## src/rtl/ptw_arbiter_pkg.sv

```systemverilog
// Shared types and default parameters for the page-table-walk arbiter.
package ptw_arbiter_pkg;

  localparam int DEF_N_REQ    = 2;
  localparam int DEF_VPN_BITS = 27;
  localparam int DEF_PPN_BITS = 54;
  localparam int DEF_TIMEOUT  = 1024;

  typedef struct packed {
    logic [DEF_PPN_BITS-1:0] ppn;
    logic d;
    logic a;
    logic g;
    logic u;
    logic x;
    logic w;
    logic r;
    logic v;
  } pte_t;

  typedef enum logic [2:0] {
    IDLE,
    ISSUE,
    WAIT,
    RESP,
    DRAIN
  } state_e;

endpackage

```

## src/rtl/ptw_arbiter_rr_arbiter.sv

```systemverilog
// Combinational round-robin pick: first valid requester at or after ptr_i, wrapping.
module rr_arbiter #(
  parameter int N    = 2,
  parameter int ID_W = (N > 1) ? $clog2(N) : 1
) (
  input  logic [N-1:0]    valid_i,
  input  logic [ID_W-1:0] ptr_i,
  output logic [N-1:0]    grant_o
);

  logic [ID_W-1:0] idx;
  logic            found;

  // NOTE: every combinational output gets a default before any branch, so no latch is inferred.
  always_comb begin
    grant_o = '0;
    found   = 1'b0;
    idx     = '0;
    for (int off = 0; off < N; off++) begin
      idx = ID_W'((int'(ptr_i) + off) % N);
      if (!found && valid_i[idx]) begin
        grant_o[idx] = 1'b1;
        found        = 1'b1;
      end
    end
  end

endmodule

```

## src/rtl/ptw_arbiter.sv

```systemverilog
// Shares one page-table walker between requesters, with sfence discard and a response watchdog.
module ptw_arbiter
  import ptw_arbiter_pkg::*;
#(
  parameter int N_REQ    = DEF_N_REQ,
  parameter int VPN_BITS = DEF_VPN_BITS,
  parameter int PPN_BITS = DEF_PPN_BITS,
  parameter int TIMEOUT  = DEF_TIMEOUT
) (
  input  logic                clock,
  input  logic                reset,
  input  logic                io_req_0_valid,
  output logic                io_req_0_ready,
  input  logic [VPN_BITS-1:0] io_req_0_bits_vpn,
  input  logic                io_req_1_valid,
  output logic                io_req_1_ready,
  input  logic [VPN_BITS-1:0] io_req_1_bits_vpn,
  output logic                io_resp_0_valid,
  output logic                io_resp_0_bits_ae,
  output logic [PPN_BITS-1:0] io_resp_0_bits_pte_ppn,
  output logic                io_resp_0_bits_pte_d,
  output logic                io_resp_0_bits_pte_a,
  output logic                io_resp_0_bits_pte_g,
  output logic                io_resp_0_bits_pte_u,
  output logic                io_resp_0_bits_pte_x,
  output logic                io_resp_0_bits_pte_w,
  output logic                io_resp_0_bits_pte_r,
  output logic                io_resp_0_bits_pte_v,
  output logic                io_resp_1_valid,
  output logic                io_resp_1_bits_ae,
  output logic [PPN_BITS-1:0] io_resp_1_bits_pte_ppn,
  output logic                io_resp_1_bits_pte_d,
  output logic                io_resp_1_bits_pte_a,
  output logic                io_resp_1_bits_pte_g,
  output logic                io_resp_1_bits_pte_u,
  output logic                io_resp_1_bits_pte_x,
  output logic                io_resp_1_bits_pte_w,
  output logic                io_resp_1_bits_pte_r,
  output logic                io_resp_1_bits_pte_v,
  output logic                io_ptw_req_valid,
  input  logic                io_ptw_req_ready,
  output logic [VPN_BITS-1:0] io_ptw_req_bits_vpn,
  input  logic                io_ptw_resp_valid,
  input  logic                io_ptw_resp_bits_ae,
  input  logic [PPN_BITS-1:0] io_ptw_resp_bits_pte_ppn,
  input  logic                io_ptw_resp_bits_pte_d,
  input  logic                io_ptw_resp_bits_pte_a,
  input  logic                io_ptw_resp_bits_pte_g,
  input  logic                io_ptw_resp_bits_pte_u,
  input  logic                io_ptw_resp_bits_pte_x,
  input  logic                io_ptw_resp_bits_pte_w,
  input  logic                io_ptw_resp_bits_pte_r,
  input  logic                io_ptw_resp_bits_pte_v,
  input  logic                io_sfence_valid,
  output logic                io_ptw_kill,
  output logic                io_busy
);

  localparam int ID_W  = (N_REQ > 1) ? $clog2(N_REQ) : 1;
  localparam int CNT_W = (TIMEOUT > 1) ? $clog2(TIMEOUT) : 1;
  localparam logic [ID_W-1:0]  LAST_ID  = ID_W'(N_REQ - 1);
  localparam logic [CNT_W-1:0] CNT_LAST = CNT_W'(TIMEOUT - 1);

  state_e                state_q, state_d;
  logic [ID_W-1:0]       owner_q, owner_d;
  logic [ID_W-1:0]       rr_q, rr_d;
  logic [VPN_BITS-1:0]   vpn_q, vpn_d;
  logic [CNT_W-1:0]      cnt_q, cnt_d;
  logic                  discard_q, discard_d;
  logic                  ae_q, ae_d;
  pte_t                  pte_q, pte_d;

  logic [N_REQ-1:0]      req_valid, grant, ready_c, resp_valid_c;
  logic [VPN_BITS-1:0]   req_vpn [N_REQ];
  logic [ID_W-1:0]       win_id, next_id;
  logic                  ptw_req_valid_c, kill_c, discard_now;
  pte_t                  walk_pte;

  assign req_valid  = {io_req_1_valid, io_req_0_valid};
  assign req_vpn[0] = io_req_0_bits_vpn;
  assign req_vpn[1] = io_req_1_bits_vpn;

  assign walk_pte = '{ppn: io_ptw_resp_bits_pte_ppn,
                      d: io_ptw_resp_bits_pte_d, a: io_ptw_resp_bits_pte_a,
                      g: io_ptw_resp_bits_pte_g, u: io_ptw_resp_bits_pte_u,
                      x: io_ptw_resp_bits_pte_x, w: io_ptw_resp_bits_pte_w,
                      r: io_ptw_resp_bits_pte_r, v: io_ptw_resp_bits_pte_v};

  rr_arbiter #(.N(N_REQ), .ID_W(ID_W)) u_rr (
    .valid_i (req_valid),
    .ptr_i   (rr_q),
    .grant_o (grant)
  );

  always_comb begin
    win_id = '0;
    for (int i = 0; i < N_REQ; i++) begin
      if (grant[i]) win_id = ID_W'(i);
    end
  end

  assign next_id     = (owner_q == LAST_ID) ? '0 : owner_q + ID_W'(1);
  assign discard_now = discard_q | io_sfence_valid;

  always_comb begin
    state_d         = state_q;
    owner_d         = owner_q;
    rr_d            = rr_q;
    vpn_d           = vpn_q;
    cnt_d           = cnt_q;
    discard_d       = discard_q;
    ae_d            = ae_q;
    pte_d           = pte_q;
    ready_c         = '0;
    resp_valid_c    = '0;
    ptw_req_valid_c = 1'b0;
    kill_c          = 1'b0;

    case (state_q)
      IDLE: begin
        ready_c = grant;
        if (|grant) begin
          vpn_d   = req_vpn[win_id];
          owner_d = win_id;
          state_d = ISSUE;
        end
      end
      ISSUE: begin
        ptw_req_valid_c = 1'b1;
        if (io_sfence_valid) discard_d = 1'b1;
        if (io_ptw_req_ready) begin
          cnt_d   = '0;
          state_d = WAIT;
        end
      end
      WAIT: begin
        discard_d = discard_now;
        if (io_ptw_resp_valid) begin
          if (discard_now) begin
            state_d = DRAIN;
          end else begin
            ae_d    = io_ptw_resp_bits_ae;
            pte_d   = walk_pte;
            state_d = RESP;
          end
        end else if (cnt_q == CNT_LAST) begin
          // The walker is killed on timeout even when its result would be discarded anyway.
          kill_c = 1'b1;
          if (discard_now) begin
            state_d = DRAIN;
          end else begin
            ae_d    = 1'b1;
            pte_d   = '0;
            state_d = RESP;
          end
        end else begin
          cnt_d = cnt_q + CNT_W'(1);
        end
      end
      RESP: begin
        resp_valid_c[owner_q] = 1'b1;
        rr_d                  = next_id;
        state_d               = IDLE;
      end
      DRAIN: begin
        rr_d      = next_id;
        discard_d = 1'b0;
        state_d   = IDLE;
      end
      default: state_d = IDLE;
    endcase
  end

  // NOTE: state registers use non-blocking assignments so every flop samples pre-edge values.
  always_ff @(posedge clock) begin
    if (reset) begin
      state_q   <= IDLE;
      owner_q   <= '0;
      rr_q      <= '0;
      vpn_q     <= '0;
      cnt_q     <= '0;
      discard_q <= 1'b0;
      ae_q      <= 1'b0;
      pte_q     <= '0;
    end else begin
      state_q   <= state_d;
      owner_q   <= owner_d;
      rr_q      <= rr_d;
      vpn_q     <= vpn_d;
      cnt_q     <= cnt_d;
      discard_q <= discard_d;
      ae_q      <= ae_d;
      pte_q     <= pte_d;
    end
  end

  // Handshake and pulse outputs are forced low while reset is held, whatever the old state.
  assign io_req_0_ready      = ready_c[0] & ~reset;
  assign io_req_1_ready      = ready_c[1] & ~reset;
  assign io_resp_0_valid     = resp_valid_c[0] & ~reset;
  assign io_resp_1_valid     = resp_valid_c[1] & ~reset;
  assign io_ptw_req_valid    = ptw_req_valid_c & ~reset;
  assign io_ptw_req_bits_vpn = vpn_q;
  assign io_ptw_kill         = kill_c & ~reset;
  assign io_busy             = (state_q != IDLE) & ~reset;

  assign io_resp_0_bits_ae      = ae_q;
  assign io_resp_0_bits_pte_ppn = pte_q.ppn;
  assign io_resp_0_bits_pte_d   = pte_q.d;
  assign io_resp_0_bits_pte_a   = pte_q.a;
  assign io_resp_0_bits_pte_g   = pte_q.g;
  assign io_resp_0_bits_pte_u   = pte_q.u;
  assign io_resp_0_bits_pte_x   = pte_q.x;
  assign io_resp_0_bits_pte_w   = pte_q.w;
  assign io_resp_0_bits_pte_r   = pte_q.r;
  assign io_resp_0_bits_pte_v   = pte_q.v;
  assign io_resp_1_bits_ae      = ae_q;
  assign io_resp_1_bits_pte_ppn = pte_q.ppn;
  assign io_resp_1_bits_pte_d   = pte_q.d;
  assign io_resp_1_bits_pte_a   = pte_q.a;
  assign io_resp_1_bits_pte_g   = pte_q.g;
  assign io_resp_1_bits_pte_u   = pte_q.u;
  assign io_resp_1_bits_pte_x   = pte_q.x;
  assign io_resp_1_bits_pte_w   = pte_q.w;
  assign io_resp_1_bits_pte_r   = pte_q.r;
  assign io_resp_1_bits_pte_v   = pte_q.v;

endmodule

```

## config.mk

```make
export PLATFORM = sky130hd
export DESIGN_NAME = ptw_arbiter
export DESIGN_NICKNAME = d
export VERILOG_FILES = /design/src/rtl/ptw_arbiter_pkg.sv /design/src/rtl/ptw_arbiter_rr_arbiter.sv /design/src/rtl/ptw_arbiter.sv
export SDC_FILE = /design/constraint.sdc
export NUM_CORES = 1
export LEC_CHECK = 0
export BUFFER_PORTS_ARGS = -buffer_cell sky130_fd_sc_hd__buf_4
export CAP_MARGIN = 20
export CORE_AREA = 2 2 109 111
export DETAILED_ROUTE_END_ITERATION = 12
export DIE_AREA = 0 0 111 113
export GPL_TIMING_DRIVEN = 1
export PLACE_DENSITY = 0.8
export SLEW_MARGIN = 20
export SYNTH_ARGS = -nofsm -noshare
export SYNTH_HDL_FRONTEND = slang
export SYNTH_SLANG_ARGS = --single-unit
```

## constraint.sdc

```tcl
create_clock -name clock -period 4.8 [get_ports clock]
set_clock_uncertainty 0.15 [all_clocks]
set_input_delay 0.96 -clock clock [delete_from_list [all_inputs] [get_ports clock]]
set_output_delay 0.96 -clock clock [all_outputs]
set_load 0.005 [all_outputs]
```

==> summary.txt, run 1 <==
share of cells above drive strength 1: 0.473
pin count of the biggest net entering global routing: 63
Post-Place Cells: 791
top cells by count, synth: 106 x dfxtp_1, 68 x buf_4, 62 x a22o_1
All-Layer GR Usage: 0.199
final setup TNS: 0 ns
Area contributors post-synth: dfxtp_1 46%, a22o_1 12%, buf_4 11%, mux2i_1 6.0%, a211oi_1 4.5%
Synth Warn #: 0
Worst Hold End: io_resp_0_bits_pte_ppn[27]$_SDFFE_PP0P_
Sinks on Clock Net: 106
most common cell in the netlist: dfxtp_1
DP HPWL: 9.91 mm
vias in the first global route: 3939
cells resized by post-CTS repair: 0
die height: 113 µm
launch point of the worst reg-to-reg path: state_q[1]$_SDFFE_PP0P_
mean post-synth cell area: 10.2 µm²
GP Congestion: 0.886
drt pass-1 iters: 4
Slew @ Worst Pin: 0.767 ns
setup bufs post-CTS: 0
Worst slew margin: 0.488
cells on worst reg2reg path: 6
CP Launch Type: primary input
Mapped Area: 0.00463 mm²
antenna-violating nets left: 0
fin crit share: 0.631
Seq cells post-synth: 106
sequential area share after synthesis: 0.458
Critical R2R Capture: io_resp_0_bits_pte_ppn[32]$_SDFFE_PP0P_
Worst-path clk slew: 0.06 ns
final hold vios: 0
run status: completed
critical path class: in -> out
cell accounting for the most synthesized area: dfxtp_1
Detailed Route Iter0 Violations: 268
Via density: 5.19
Synth Flop Type: dfxtp_1
Row Count: 39
Synth top area share: 0.458
Max Cap Viol: 0
Worst-Skew Late Latency: 0.33 ns
Req. time, crit path: 3.69 ns
CTS Buffer Depth: 2
Finished Layout Cells: 807
Worst Hold Class: reg -> reg
H-tree levels: 3
maximum fanout along the worst path: 50
Hold Path Origin: io_resp_0_bits_pte_ppn[27]$_SDFFE_PP0P_
CTS tree: yes
number of enable flip-flop cells after synthesis: 0
Leakage: 3.19 nW
unrepaired setup endpoints after global routing: no
I/O Buffers: 283
Reg2Reg Setup Slack: 2.12 ns
DR WL/cell: 16.2 µm
first-pass GRT wire length: 20.4 mm
Pwr per Cell Area: 386 mW/mm²
DRC viols: 0
final setup fails: 0
IR drop worst, VDD: 0.313 mV
Netlist cell types: 54
antenna violations before repair: 0
Total Nets Final: 785
Final min period: 3.03 ns
fmax: 330 MHz
die area: 0.0125 mm²
die width: 111 µm
post-synthesis cell count: 453
antenna diode count: 0
clk root buf: clkbuf_16
GRT overflow: 0
core footprint: 0.0113 mm²
max-slew violations: 0
Layout area overhead: 43.1%
CTS Buf Count: 9
crit path DAT: 1.92 ns
Total Routed Length: 13.1 mm
via count: 4191
FFs w/ async S/R, synth: 0
CP Capture Type: primary output
Power, Total: 2.56 mW
# hold bufs at CTS: 0
# IOs: 284
Starting Density: 0.411
syn_nets: 578
hold depth: 1
## flip-flops by register name, summed over array words and instances, names as in the netlist
signal and cells:
io_resp_0_bits_pte_g 1, io_resp_0_bits_pte_ppn 54, io_resp_0_bits_pte_x 1, io_resp_0_bits_ae 1, io_resp_0_bits_pte_v 1, io_resp_0_bits_pte_w 1
io_resp_0_bits_pte_r 1, io_resp_0_bits_pte_a 1, owner_q 1, rr_q 1, cnt_q 10, io_resp_0_bits_pte_u 1
discard_q 1, io_ptw_req_bits_vpn 27, state_q 3, io_resp_0_bits_pte_d 1
## metrics by stage
stage               utilization  instance area, µm²  hold WS, ns  worst slack, ns
global placement          0.561                6320        0.333             1.79
floorplan                     -                4630        0.322             2.03
finish                    0.588                6630        0.351             1.77
CTS                       0.586                6610        0.352             1.78
global route              0.588                6630        0.373             1.70
detailed placement        0.561                6320        0.338             1.77
## how the worst max path moves through the flow
stage | cells past startpoint | from | to | slack [ns]
3_3_place_gp | 4 | reset | io_resp_0_valid | 1.79
4_1_cts | 4 | reset | io_resp_0_valid | 1.78
5_1_grt | 4 | reset | io_resp_0_valid | 1.70
2_1_floorplan | 5 | io_req_0_valid | io_req_1_ready | 2.03
6_report | 4 | reset | io_resp_0_valid | 1.77
3_5_place_dp | 4 | reset | io_resp_0_valid | 1.77
## cell families (layout without fill, tap and decap cells)
group / count (synthesis) / in the layout / share of synthesized area
compound gates: 131 / 131 / 0.219
flops: 106 / 106 / 0.458
buf+inv: 97 / 308 / 0.148
simple gates: 87 / 87 / 0.106
mux: 29 / 29 / 0.0629
xor+xnor: 2 / 2 / 0.00378
fa+ha+maj: 1 / 1 / 0.00270
## metal layers
metal / up-vias / share of wire / global-route usage
met3: 21 / 0.087 / 0.0702
met2: 222 / 0.49 / 0.339
met4: 0 / 0.020 / 0.0633
met5: - / 0 / 0
met1: 1930 / 0.40 / 0.238
li1: 2018 / - / -
## worst max-delay path, stage by stage
cell and delay [ns]:
buf_4 0.45, nor2b_1 0.15, and3_1 0.22, buf_4 0.13
## power by group
part           switching [mW]  total, mW  internal (mW)
Combinational           0.347      0.739          0.392
Sequential              0.103       1.10          0.999
Clock                   0.302      0.717          0.415
Total                   0.752       2.56           1.81
## final cells by class
cell class,count,area (µm²)
inverters,5,18.8
clock inverters,3,40.0
flip-flops and latches,106,2120
clock buffers,12,246
fillers,926,4640
multi-input cells,250,1850
well taps,143,179
repair buffers,288,2170
## placed cells by master, fill, tap and decap left out, types with 3 or more instances in the layout
cell type,Yosys,routed
a22o_1,62,62
a211oi_1,28,28
nand2_1,8,8
dfxtp_1,106,106
buf_4,68,287
nand2b_1,3,3
and3_1,3,3
nand3_1,5,5
a21oi_1,12,12
inv_1,5,5
o31ai_1,3,3
mux2i_1,28,28
clkbuf_16,0,9
nor2_1,36,36
nor3_1,9,9
o21ai_0,9,9
a31oi_1,3,3
No activity file was read; power rests on OpenSTA's default activity.
==> inputs of run 2 (changes only) <==
--- a/config.mk
+++ b/config.mk
@@ -5,11 +5,11 @@
 export SDC_FILE = /design/constraint.sdc
 export NUM_CORES = 1
 export LEC_CHECK = 0
+export ABC_AREA = 1
 export BUFFER_PORTS_ARGS = -buffer_cell sky130_fd_sc_hd__buf_4
 export CAP_MARGIN = 20
-export CORE_AREA = 2 2 109 111
+export CORE_UTILIZATION = 40
 export DETAILED_ROUTE_END_ITERATION = 12
-export DIE_AREA = 0 0 111 113
 export GPL_TIMING_DRIVEN = 1
 export PLACE_DENSITY = 0.8
 export SLEW_MARGIN = 20
==> constraint.sdc (replaced) <==
create_clock -name clock -period 2.6 [get_ports clock]
set_clock_uncertainty 0.15 [all_clocks]
set_input_delay 0.52 -clock clock [delete_from_list [all_inputs] [get_ports clock]]
set_output_delay 0.52 -clock clock [all_outputs]
set_load 0.005 [all_outputs]
==> run 2 against run 1 <==
Non-clock buffer count increased by 4. Synthesized cell count rose by 43%. Critical path depth rose by 2. Cell area grew 4.0%. Power increased by 110%. First-iteration DRC count increased by 25%. Worst hold slack lost 0.073 ns.
==> summary.txt, run 2 <==
Total Nets Final: 976 (+24%)
DR WL/cell: 13.4 µm (-18%)
mean post-synth cell area: 7.52 µm² (-26%)
crit path DAT: 1.78 ns (-0.14 ns)
DP HPWL: 9.93 mm (+0.24%)
# hold bufs at CTS: 0 (unchanged)
CTS Buf Count: 9 (unchanged)
leading cell types in the layout, fill and taps excluded: 289 x buf_4, 196 x nand2_1, 106 x dfxtp_1
run status: completed
antenna diode count: 0 (unchanged)
Slew @ Worst Pin: 0.496 ns (-0.270 ns)
Synth top area share: 0.434 (-0.0240)
unrepaired setup endpoints after global routing: no
die height: 113 µm (-0.38%)
DRC viols: 0 (unchanged)
share of cells above drive strength 1: 0.376 (-0.0967)
Post-Place Cells: 987 (+25%)
maximum fanout along the worst path: 4 (-92%)
Layout area overhead: 41.0%
max-slew violations: 0 (unchanged)
Seq cells post-synth: 106 (unchanged)
cells resized by post-CTS repair: 0 (unchanged)
Final min period: 2.45 ns
fmax: 409 MHz
number of enable flip-flop cells after synthesis: 0 (unchanged)
core footprint: 0.0120 mm² (+6.1%)
Sinks on Clock Net: 106 (unchanged)
post-layout util: 0.576 (-0.0118)
antenna violations before repair: 0 (unchanged)
die area: 0.0127 mm² (+1.0%)
IR drop worst, VDD: 0.509 mV (+63%)
Synth Warn #: 0 (unchanged)
Finished Layout Cells: 1003 (+24%)
Fin Hold WS: 0.278 ns (-0.0731 ns)
final setup TNS: 0 ns (unchanged)
Worst Hold Class: in -> reg
Detailed Route Iter0 Violations: 335 (+25%)
die width: 113 µm (+1.4%)
Row Count: 40 (+2.6%)
Netlist cell types: 33 (-39%)
GRT overflow: 0 (unchanged)
cell accounting for the most synthesized area: dfxtp_1
Pwr per Cell Area: 773 mW/mm² (+100%)
drt pass-1 iters: 4 (unchanged)
final hold vios: 0 (unchanged)
top cells by count, synth: 196 x nand2_1, 106 x dfxtp_1, 69 x a21oi_1
FFs w/ async S/R, synth: 0 (unchanged)
Worst-path clk slew: 0.07 ns (about the same)
max reg flops: 54 (unchanged)
CP Launch Type: register
Area contributors post-synth: dfxtp_1 43%, nand2_1 15%, buf_4 10%, a21oi_1 7.1%, nand3_1 4.8%
fin crit share: 0.941
post-place setup slack: 0.538 ns (-1.24 ns)
Mapped Area: 0.00489 mm² (+5.5%)
Max Cap Viol: 0 (unchanged)
Leakage: 3.21 nW (+0.69%)
final worst slack: 0.154 ns (-1.62 ns)
CP Capture Type: primary output
DR top layer: met4
post-synthesis cell count: 650 (+43%)
most common cell after layout, fill and taps aside: buf_4
Worst-Skew Late Latency: 0.34 ns (about the same)
CTS Buffer Depth: 2 (unchanged)
sequential area share after synthesis: 0.434 (-0.0240)
most common cell in the netlist: nand2_1
met3 WL: 1.02 mm (-9.9%)
vias in the first global route: 4465 (+13%)
first-pass GRT wire length: 21.5 mm (+5.2%)
GP Congestion: 0.808 (-8.8%)
Via density: 4.85 (-6.7%)
metal1 wirelength: 5.59 mm (+6.0%)
syn_nets: 775 (+34%)
final setup fails: 0 (unchanged)
Starting Density: 0.409 (-0.00225)
Worst slew margin: 0.669 (+0.182)
clk root buf: clkbuf_16
CTS tree: yes
Total Routed Length: 13.4 mm (+2.5%)
I/O Buffers: 283 (unchanged)
setup bufs post-CTS: 0 (unchanged)
met2 WL: 6.62 mm (+2.7%)
pin count of the biggest net entering global routing: 63 (unchanged)
Req. time, crit path: 1.93 ns (-1.76 ns)
# IOs: 284 (unchanged)
All-Layer GR Usage: 0.211 (+0.0114)
antenna-violating nets left: 0 (unchanged)
Synth Flop Type: dfxtp_1
via count: 4861 (+16%)
H-tree levels: 3 (unchanged)
critical path class: reg -> out
## run 2: changes by cell type in the layout (fill, tap and decap cells not counted), moves of 4 or more
cell	delta
a21oi_1	+57
o21ai_1	+4
nand3_1	+42
nor2_1	-23
nand2_1	+188
a31oi_1	+24
o21ai_0	+18
a211oi_1	-27
mux2i_1	-28
inv_2	+5
a22o_1	-62
inv_1	+16
## run 2: area by class of cell
type,count,area (µm²)
multi-input cells,416,1940
fillers,1112,5070
clock buffers,11,243
well taps,147,184
repair buffers,292,2230
clock inverters,5,77.6
flip-flops and latches,106,2120
inverters,26,97.6
## run 2: metal layers
layer  track usage  vias to the layer above
li1              -                     2474
met1         0.252                     2181
met2         0.358                      190
met3        0.0583                       16
met4        0.0818                        0
met5             0                        -
## run 2: worst paths after layout
kind	startpoint	to	slack, ns	depth (start not counted)
worst max-delay path	cnt_q[0]$_SDFFE_PP0P_	io_ptw_kill	0.15	6
worst min-delay path	io_ptw_resp_bits_pte_ppn[48]	io_resp_0_bits_pte_ppn[48]$_SDFFE_PP0P_	0.28	3
worst max register to register	cnt_q[0]$_SDFFE_PP0P_	io_resp_0_bits_pte_ppn[32]$_SDFFE_PP0P_	0.75	9
worst min register to register	owner_q$_SDFFE_PP0P_	rr_q$_SDFFE_PP0P_	0.32	1
## run 2: cell families (layout without fill, tap and decap cells)
kind of cell	count (synthesis)	count (layout)	synth area share
AOI/OAI and AO/OA	131	131	0.142
xor gates and xnor gates	2	2	0.00358
adders and majority gates	1	1	0.00256
buffers and inverters	128	334	0.169
DFF	106	106	0.434
and+or+nand+nor	282	282	0.248
## run 2: stage by stage
step	total power, mW	instance area, µm²
floorplan	3.15	4890
global placement	3.89	6570
detailed placement	3.90	6570
CTS	5.38	6890
global route	5.67	6890
finish	5.33	6890
## run 2: report_power, final
| group | internal (mW) | switching (mW) |
|---|---|---|
| sequential | 1.91 | 0.175 |
| combinational | 0.846 | 0.925 |
| clock | 0.868 | 0.599 |
| total | 3.63 | 1.70 |
## run 2: critical path, stage by stage, from the launching register on
cell,delay (ns)
dfxtp_1,0.38
ha_1,0.18
nand2_1,0.10
nor2_2,0.14
nand3_1,0.16
nor4_1,0.29
buf_4,0.18
==> inputs of run 3 (changes only) <==
--- a/config.mk
+++ b/config.mk
@@ -8,10 +8,11 @@
 export ABC_AREA = 1
 export BUFFER_PORTS_ARGS = -buffer_cell sky130_fd_sc_hd__buf_4
 export CAP_MARGIN = 20
-export CORE_UTILIZATION = 40
+export CORE_AREA = 2 2 112 114
 export DETAILED_ROUTE_END_ITERATION = 12
+export DIE_AREA = 0 0 114 116
 export GPL_TIMING_DRIVEN = 1
-export PLACE_DENSITY = 0.8
+export PLACE_DENSITY = 0.78
 export SLEW_MARGIN = 20
 export SYNTH_ARGS = -nofsm -noshare
 export SYNTH_HDL_FRONTEND = slang
==> constraint.sdc (replaced) <==
create_clock -name clock -period 3 [get_ports clock]
set_clock_uncertainty 0.15 [all_clocks]
set_input_delay 0.6 -clock clock [delete_from_list [all_inputs] [get_ports clock]]
set_output_delay 0.6 -clock clock [all_outputs]
set_load 0.005 [all_outputs]
==> run 3 against run 2 <==
Sequential power shrank 13%. Wire length grew 4.7%. Clock power shrank 13%. Non-clock buffer count shrank 1. First-iteration DRC count grew 32%. Die area grew 4.4%. Worst hold slack gained 0.041 ns. Critical path type unchanged. Largest cell class unchanged.
==> summary.txt, run 3 (synthesis results as in run 2) <==
# IOs: 284 (unchanged)
Req. time, crit path: 2.25 ns (+0.32 ns)
max-slew violations: 0 (unchanged)
pin count of the biggest net entering global routing: 63 (unchanged)
I/O Buffers: 283 (unchanged)
Detailed Route Iter0 Violations: 443 (+32%)
met3 WL: 1.20 mm (+17%)
post-route cell area: 0.00687 mm² (-0.36%)
Leakage: 3.20 nW (-0.37%)
Pwr per Cell Area: 670 mW/mm² (-13%)
DR WL/cell: 14.0 µm (+4.8%)
most common cell after layout, fill and taps aside: buf_4
Slew @ Worst Pin: 0.504 ns (+0.00814 ns)
CTS Buf Count: 9 (unchanged)
setup bufs post-CTS: 0 (unchanged)
Worst slew margin: 0.664 (-0.00543)
fmax: 407 MHz
IR drop worst, VDD: 0.404 mV (-21%)
DRC viols: 0 (unchanged)
GP Congestion: 0.804 (-0.42%)
maximum fanout along the worst path: 4 (unchanged)
via count: 4880 (+0.39%)
crit path DAT: 1.71 ns (-0.07 ns)
Worst-Skew Late Latency: 0.34 ns (about the same)
die height: 116 µm (+3.1%)
Worst Hold End: rr_q$_SDFFE_PP0P_
CP Capture Type: primary output
Reg2Reg Setup Slack: 1.08 ns (+0.33 ns)
unrepaired setup endpoints after global routing: no
antenna-violating nets left: 0 (unchanged)
final setup fails: 0 (unchanged)
H-tree levels: 3 (unchanged)
DR top layer: met4
vias in the first global route: 4366 (-2.2%)
Max Cap Viol: 0 (unchanged)
Worst-path clk slew: 0.07 ns (about the same)
launch point of the worst reg-to-reg path: state_q[1]$_SDFFE_PP0P_
Critical R2R Capture: io_resp_0_bits_pte_w$_SDFFE_PP0P_
final setup TNS: 0 ns (unchanged)
drt pass-1 iters: 6 (+2)
metal1 wirelength: 5.56 mm (-0.39%)
max reg flops: 54 (unchanged)
CTS tree: yes
final hold vios: 0 (unchanged)
GRT overflow: 0 (unchanged)
leading cell types in the layout, fill and taps excluded: 290 x buf_4, 196 x nand2_1, 106 x dfxtp_1
Total Routed Length: 14.1 mm (+4.7%)
Hold Path Origin: owner_q$_SDFFE_PP0P_
run status: completed
die width: 114 µm (+1.3%)
CTS Buffer Depth: 2 (unchanged)
Layout area overhead: 40.5%
Starting Density: 0.411 (+0.00172)
first-pass GRT wire length: 21.6 mm (+0.51%)
# hold bufs at CTS: 0 (unchanged)
critical path class: reg -> out
Worst Hold Class: reg -> reg
Total Nets Final: 975 (-0.10%)
Sinks on Clock Net: 106 (unchanged)
hold depth: 1 (-2)
fin crit share: 0.820
cells resized by post-CTS repair: 0 (unchanged)
antenna diode count: 0 (unchanged)
cells on worst reg2reg path: 7 (-2)
die area: 0.0132 mm² (+4.4%)
Power, Total: 4.60 mW (-14%)
core footprint: 0.0119 mm² (-0.42%)
Row Count: 40 (unchanged)
antenna violations before repair: 0 (unchanged)
Via density: 4.87 (+0.49%)
CP Launch Type: register
All-Layer GR Usage: 0.204 (-0.00699)
share of cells above drive strength 1: 0.375 (-0.000730)
met2 WL: 7.00 mm (+5.8%)
DP HPWL: 10.4 mm (+4.6%)
clk root buf: clkbuf_16
Final min period: 2.46 ns
Placed Area: 0.00654 mm² (-0.49%)
## run 3: cell count changes in the layout (fill, tap and decap cells not counted), sizes merged
cell	delta
clkinv	-1
buf	-1
inv	+1
## run 3: layout make-up
cell class	count	area [µm²]
well taps	147	184
repair buffers	291	2200
clock inverters	5	85.1
multi-input cells	416	1940
inverters	26	97.6
fillers	1151	5040
clock buffers	11	243
flip-flops and latches	106	2120
## run 3: power by group
| group | switching [mW] | internal [mW] | total, mW |
|---|---|---|---|
| clock network | 0.522 | 0.760 | 1.28 |
| registers | 0.160 | 1.66 | 1.82 |
| logic | 0.800 | 0.700 | 1.50 |
| total | 1.48 | 3.12 | 4.60 |
## run 3: per-stage QoR
stage	setup WS [ns]	instances	util	hold slack, ns
detailed placement	0.710	986	0.549	0.322
global route	0.387	1002	0.577	0.349
floorplan	1.01	650	-	0.279
finish	0.541	1002	0.577	0.319
global placement	0.756	986	0.549	0.313
CTS	0.520	1002	0.577	0.332
## run 3: critical path, stage by stage (launching register included)
cell and delay, ns:
dfxtp_1 0.37, ha_1 0.18, nand2_1 0.11, nor2_2 0.14
nand3_1 0.18, nor4_1 0.23, buf_4 0.16
## run 3: worst max path at each step
| stage | start | to | slack, ns |
|---|---|---|---|
| floorplan | reset | io_ptw_kill | 1.01 |
| global placement | io_sfence_valid | io_resp_0_bits_pte_ppn[52]$_SDFFE_PP0P_ | 0.76 |
| detailed placement | io_sfence_valid | io_resp_0_bits_pte_w$_SDFFE_PP0P_ | 0.71 |
| CTS | cnt_q[0]$_SDFFE_PP0P_ | io_ptw_kill | 0.52 |
| global route | cnt_q[0]$_SDFFE_PP0P_ | io_ptw_kill | 0.39 |
| finish | cnt_q[0]$_SDFFE_PP0P_ | io_ptw_kill | 0.54 |
## run 3: metal layers
layer  up-vias  global-route usage
met5         -                   0
met4         0              0.0780
met3        18              0.0481
met2       225               0.348
met1      2163               0.250
li1       2474                   -
